### src/rtl/fetch_stage.sv
// IF stage of the SimpleMIPS core: holds the pre_IF packet, matches it with the ICache response,
// buffers the word across ID stalls and discards stale responses after a flush. Option: FS_STALL_CNT_EN.
package fetch_stage_pkg;

  localparam logic [4:0] EXC_ADEL = 5'h04;

  typedef struct packed {
    logic        ex;
    logic [4:0]  exccode;
    logic [31:0] badvaddr;
  } exception_t;

  typedef struct packed {
    logic        valid;
    logic [31:0] pc;
    logic        req;
    exception_t  exception;
  } pfs_to_fs_bus_t;

  typedef struct packed {
    logic        valid;
    logic [31:0] pc;
    logic [31:0] inst;
    exception_t  exception;
  } fs_to_ds_bus_t;

  typedef struct packed {
    logic [31:0] pc;
    logic        req;
    exception_t  exception;
  } fs_pkt_t;

endpackage

module fetch_stage
  import fetch_stage_pkg::*;
#(
  parameter int unsigned DISCARD_W = 2
) (
  input  logic           clk,
  input  logic           reset,
  input  pfs_to_fs_bus_t pfs_to_fs_bus,
  output logic           fs_allowin,
  input  logic           ic_req_fire,
  input  logic           ic_data_ok,
  input  logic [31:0]    ic_rdata,
  input  logic           ds_allowin,
  output fs_to_ds_bus_t  fs_to_ds_bus,
  input  logic           flush,
`ifdef FS_STALL_CNT_EN
  output logic           fs_discard_full,
  output logic [31:0]    fs_icwait_cnt,
  output logic [31:0]    fs_dsstall_cnt
`else
  output logic           fs_discard_full
`endif
);

  localparam int unsigned CW = DISCARD_W + 1;
  localparam logic [DISCARD_W-1:0] DISCARD_MAX = '1;

  logic                 fs_valid;
  fs_pkt_t              fs_pkt;
  logic                 buf_valid;
  logic [31:0]          buf_inst;
  logic [DISCARD_W-1:0] discard_cnt;

  logic                 resp_drop;
  logic                 inflight;
  logic                 resp_live;
  logic                 has_data;
  logic                 fs_ready_go;
  logic                 fs_accept;
  logic                 out_valid;
  logic                 ds_handoff;
  logic [31:0]          inst;
  logic [CW-1:0]        discard_sum;

  always_comb begin
    resp_drop   = ic_data_ok & (discard_cnt != '0);
    // IF's own request is still outstanding: its response has not arrived yet
    inflight    = fs_valid & fs_pkt.req & ~buf_valid;
    resp_live   = ic_data_ok & ~resp_drop & inflight;
    has_data    = buf_valid | resp_live;
    fs_ready_go = ~fs_pkt.req | fs_pkt.exception.ex | has_data;
    fs_allowin  = ~fs_valid | (fs_ready_go & ds_allowin);
    fs_accept   = pfs_to_fs_bus.valid & fs_allowin & ~flush;
    out_valid   = fs_valid & fs_ready_go & ~flush;
    ds_handoff  = out_valid & ds_allowin;

    if (~fs_pkt.req | fs_pkt.exception.ex) begin
      inst = '0;
    end else if (buf_valid) begin
      inst = buf_inst;
    end else begin
      inst = ic_rdata;
    end

    // a flush-cycle data_ok always belongs to something being discarded
    discard_sum = CW'(discard_cnt) + CW'(inflight) + CW'(ic_req_fire) - CW'(ic_data_ok);

    fs_to_ds_bus = '0;
    if (out_valid) begin
      fs_to_ds_bus.valid     = 1'b1;
      fs_to_ds_bus.pc        = fs_pkt.pc;
      fs_to_ds_bus.inst      = inst;
      fs_to_ds_bus.exception = fs_pkt.exception;
    end

    fs_discard_full = (discard_cnt == DISCARD_MAX);
  end

  always_ff @(posedge clk or posedge reset) begin
    if (reset) begin
      fs_valid    <= 1'b0;
      fs_pkt      <= '0;
      buf_valid   <= 1'b0;
      buf_inst    <= '0;
      discard_cnt <= '0;
    end else if (flush) begin
      fs_valid    <= 1'b0;
      buf_valid   <= 1'b0;
      discard_cnt <= discard_sum[DISCARD_W-1:0];
    end else begin
      if (resp_drop) begin
        discard_cnt <= discard_cnt - DISCARD_W'(1);
      end
      if (fs_accept) begin
        fs_valid         <= 1'b1;
        fs_pkt.pc        <= pfs_to_fs_bus.pc;
        fs_pkt.req       <= pfs_to_fs_bus.req;
        fs_pkt.exception <= pfs_to_fs_bus.exception;
        buf_valid        <= 1'b0;
      end else if (ds_handoff) begin
        fs_valid  <= 1'b0;
        buf_valid <= 1'b0;
      end else if (resp_live & ~ds_allowin) begin
        buf_valid <= 1'b1;
        buf_inst  <= ic_rdata;
      end
    end
  end

  a_discard_no_overflow: assert property (
    @(posedge clk) disable iff (reset) flush |-> (discard_sum[CW-1] == 1'b0)
  );

`ifdef FS_STALL_CNT_EN
  always_ff @(posedge clk or posedge reset) begin
    if (reset) begin
      fs_icwait_cnt  <= '0;
      fs_dsstall_cnt <= '0;
    end else begin
      if (fs_valid & ~fs_ready_go) begin
        fs_icwait_cnt <= fs_icwait_cnt + 32'd1;
      end
      if (fs_valid & fs_ready_go & ~ds_allowin) begin
        fs_dsstall_cnt <= fs_dsstall_cnt + 32'd1;
      end
    end
  end
`endif

endmodule

### config.mk
export PLATFORM = sky130hd
export DESIGN_NAME = fetch_stage
export DESIGN_NICKNAME = d
export VERILOG_FILES = /design/src/rtl/fetch_stage.sv
export SDC_FILE = /design/constraint.sdc
export NUM_CORES = 1
export LEC_CHECK = 0
export ABC_AREA = 1
export CAP_MARGIN = 20
export CORE_ASPECT_RATIO = 1.4
export CORE_MARGIN = 4
export CORE_UTILIZATION = 48
export DETAILED_ROUTE_END_ITERATION = 12
export GPL_TIMING_DRIVEN = 0
export HOLD_SLACK_MARGIN = 0.06
export MAX_ROUTING_LAYER = met4
export PLACE_DENSITY = 0.87
export SYNTH_ARGS = -nofsm -noshare
export SYNTH_HDL_FRONTEND = slang
export SYNTH_SLANG_ARGS = --single-unit
### constraint.sdc
create_clock -name clk -period 9.4 [get_ports clk]
set_input_delay 1.88 -clock clk [delete_from_list [all_inputs] [get_ports clk]]
set_output_delay 1.88 -clock clk [all_outputs]
set_load 0.01 [all_outputs]
==> results.txt <==
- Total of fill cells in the finished design: 886
- Relative to the synthesized area, the layout overhead comes to 48.6%.
* Overall overflow remaining after global route: 0
- Async set-or-reset flop fraction in the synthesized netlist: 100%
- Antenna Diode Count: 0
* Max Clock Freq: about 0.17 GHz
- After synthesis the netlist holds a flip-flop and latch count of between 100 and 150.
- CTS buffer count: 9
- The first global-routing pass estimated 27200 µm of wire.
- Final Slew Violations: 0
* Largest net degree at the start of global routing: 60
* Clock root buffer: sky130_fd_sc_hd__clkbuf_16
* Accumulated negative setup slack: 0 ps
- Measured along the x axis, the die boundary spans between 90 and 100 µm.
* Vias per std cell: 5.07
- The number of setup buffers added after CTS is 0.
- Yosys printed 0 warnings.
- Full die area: around 13000 µm²
- Most frequent cells in the layout: sky130_fd_sc_hd__nand2_1, sky130_fd_sc_hd__clkdlybuf4s50_1, sky130_fd_sc_hd__nor2_1
- Hold WC Path Type: flip-flop to flip-flop
* Max-cap violations: 0
- Post-synthesis average cell area: ~7.7 µm²
* Post-CTS Hold Fix Bufs: 0
- When the netlist entered floorplanning its net count stood at 840.
* Share of the cycle needed by the critical path after routing: 63.6%
* Drt pass-1 iters: 4
- The final layout contains around 1100 nets.
* Largest stage delay on the critical path: approximately 580 ps
- Measured against the total synthesized area, the mux share comes to under 10%.
* Adder and majority gate portion of the synthesized area: slightly above 1%
- Summing the areas of all xor and xnor instances in the mapped netlist gives 0.315% of the synthesized area.
- Synthesis instantiated 21 different standard cells from the library.
- Slew headroom: 49.4%
- Data arrives at the worst endpoint at 4100 ps.
* Total GRT Usage: about 26%
- At the pin with the least slew margin, the transition time is 760 ps.
- The number of antenna violations at the first check in global routing was 0.
* Crit path max-delay cell type: sky130_fd_sc_hd__clkdlybuf4s50_1
* Total of cells resized after clock tree synthesis: 0
- Clock latency on the worst-skew pair, taken at its later pin, is about 350 ps.
* Kind of end point of the critical path: primary output
- Setup repair after global routing left no endpoint under its margin.
- Static leakage: between 3 and 4 nW
- Number of failing setup endpoints in the final timing report: 0
- Run status: finished, final reports clean
- Required time at the worst-slack endpoint: around 7500 ps
- Placeable Area: roughly 11000 µm²
* Total number of H-tree levels: 3
* Clock-pin transition on the worst setup and hold timing paths: around 70 ps
- Number of synthesized flops with an enable pin: 0
* Count of endpoints failing hold in the final timing report: 0
- Via count of the first global-routing pass: ~5700
* Main combinational cell family by area after synthesis: simple AND/OR/NAND/NOR gates
- Synthesis produced between 700 and 800 cells.
* Initial drt markers: around 240
* Fraction of final layout cells sized beyond drive strength 1: between 4 and 5%
* Max IR drop VDD: 0.117 mV
* Sequence of cells on the critical path: clkdlybuf4s50_1 > nand2_1 > inv_1 > nand2_1 > nand2_1 > nand3_2 > inv_2 > nand3_2 > buf_2 > nor2_1 > clkdlybuf4s50_1
- After detailed routing, the average wire length per cell comes to around 15 µm.
- Sequential-to-total area share from yosys stat: 48.2%
- The count of nets left with antenna violations once routing finished came out at 0.
* Number of placed I/O pins: ~220
* Most used flip-flop cell after synthesis: sky130_fd_sc_hd__dfrtp_1
- The floorplan has 46 rows.
- # port buffers: between 200 and 250
- The worst path in the final design needs a cycle of ~6000 ps, including I/O delays and setup.
* Number of design rule violations left after detail routing: 0
- The clock passes through at most 2 buffers.
- Area after detailed placement: roughly 8000 µm²
- Initial core utilization: between 40% and 50%
* Most common library cell in the layout ignoring fill and taps: sky130_fd_sc_hd__nand2_1
* Top fanout value on the critical path: 10
- In this run the power density over the cells is 161 nW/µm².
- Worst Setup Path Type: primary input to primary output
- On the critical path the largest part of the delay comes from buffers and inverters.
* Sum of routed wire length over all layers: around 17000 µm
- At the end of routability-driven placement, the weighted congestion stood at about 0.85.
- Via count of the routed design: 5579
- After routing the design area is approximately 8300 µm².
- Chip Height: roughly 140 µm
- Most common cell on crit path: sky130_fd_sc_hd__nand2_1
- Once detailed placement completed, the half-perimeter wirelength came to roughly 12000 µm.
- CTS sink cnt: between 100 and 150
* Post-synthesis compound-gate area fraction: around 1.1%
* TritonCTS clock tree: done
* Setup clock skew after layout: between 7 and 8 ps
- The critical path contains buffers and inverters numbering 5 combined.
* Basic-gate share of the synthesized area counting and, or, nand and nor cells: between 30 and 40%
* Startpoint Class: primary input
- The synthesized netlist occupies a cell area of around 5600 µm².
[cell families after synthesis]
kind of cell | count (synthesis)
xor+xnor | 2
mux | 29
flops | 107
compound gates | 12
fa+ha+maj | 4
buf+inv | 140
simple gates | 432
[power by group]
part | switching [mW] | leakage [nW] | total (mW) | internal (mW)
combinational | 0.154 | 2.46 | 0.296 | 0.142
clock | 0.167 | 0.168 | 0.441 | 0.274
sequential | 0.0474 | 1.36 | 0.593 | 0.545
[registers in the layout, summed over array words and instances, names as in the netlist]
register,flops
buf_inst,32
buf_valid,1
discard_cnt,2
fs_pkt,71
fs_valid,1
[area by class of cell]
type | count | area (µm²) | area share, %
Clock inverter | 4 | 97.6 | 1.18
Tap cell | 144 | 180 | 2.18
Inverter | 85 | 322 | 3.89
Buffer | 55 | 275 | 3.33
Sequential cell | 107 | 2680 | 32.4
Clock buffer | 11 | 253 | 3.06
Multi-Input combinational cell | 479 | 2280 | 27.7
Timing Repair Buffer | 215 | 2170 | 26.3
[worst paths after layout]
| path | slack, ps | to | depth (start not counted) | from |
|---|---|---|---|---|
| setup reg to reg | 7460 | fs_pkt[43] | 12 | discard_cnt[1] |
| setup / recovery | 3420 | fs_to_ds_bus[60] | 11 | ic_data_ok |
| hold reg to reg | 470 | fs_pkt[62] | 2 | fs_pkt[62] |
| max in group asynchronous | 6700 | discard_cnt[1] | 3 | reset |
| hold / removal | 470 | fs_pkt[62] | 2 | fs_pkt[62] |
| min in group asynchronous | 1970 | fs_pkt[69] | 2 | reset |
[cells in the mapped netlist, drive strengths merged (3+ instances only)]
cell | n | area share [%]
a21oi | 3 | 0.27
buf | 29 | 3.2
nand2 | 217 | 15
nand4 | 71 | 8.0
nand3 | 33 | 3.2
dfrtp | 107 | 48
ha | 3 | 0.68
mux2i | 29 | 5.2
inv | 85 | 5.7
clkbuf | 26 | 1.8
nor2 | 111 | 7.5
o21ai | 9 | 0.81
[through the flow]
stage / power (mW) / instances / setup WS, ps / utilization [%] / hold WS (ps)
4_1_cts: 1.34 / 1100 / 3430 / 72.8 / 475
2_1_floorplan: 0.760 / 726 / 4700 / - / 442
5_1_grt: 1.41 / 1100 / 3270 / 72.8 / 489
3_5_place_dp: 0.898 / 1085 / 3480 / 69.7 / 458
6_report: 1.33 / 1100 / 3420 / 72.8 / 471
3_3_place_gp: 0.881 / 1084 / 3050 / 69.5 / 453
[routing by layer]
metal  wire, µm  global-route usage [%]  part of all wire (%)
met1       6640                    30.3                    40
met5          0                       -                     0
met4        621                    10.2                   3.7
met2       8500                    44.7                    51
met3        811                    3.86                   4.9
[worst register-to-register path, stage by stage (launching register included)]
cell,delay (ps)
sky130_fd_sc_hd__dfrtp_1,410
sky130_fd_sc_hd__inv_1,60
sky130_fd_sc_hd__ha_1,190
sky130_fd_sc_hd__nand2_1,80
sky130_fd_sc_hd__inv_1,40
sky130_fd_sc_hd__nand2_1,70
sky130_fd_sc_hd__nand2_1,80
sky130_fd_sc_hd__nand2_1,100
sky130_fd_sc_hd__nand2_2,80
sky130_fd_sc_hd__nand3_2,170
sky130_fd_sc_hd__clkbuf_1,390
sky130_fd_sc_hd__nand2_1,120
sky130_fd_sc_hd__nand2_1,90
Note: power is estimated with default switching activity, not from simulation.
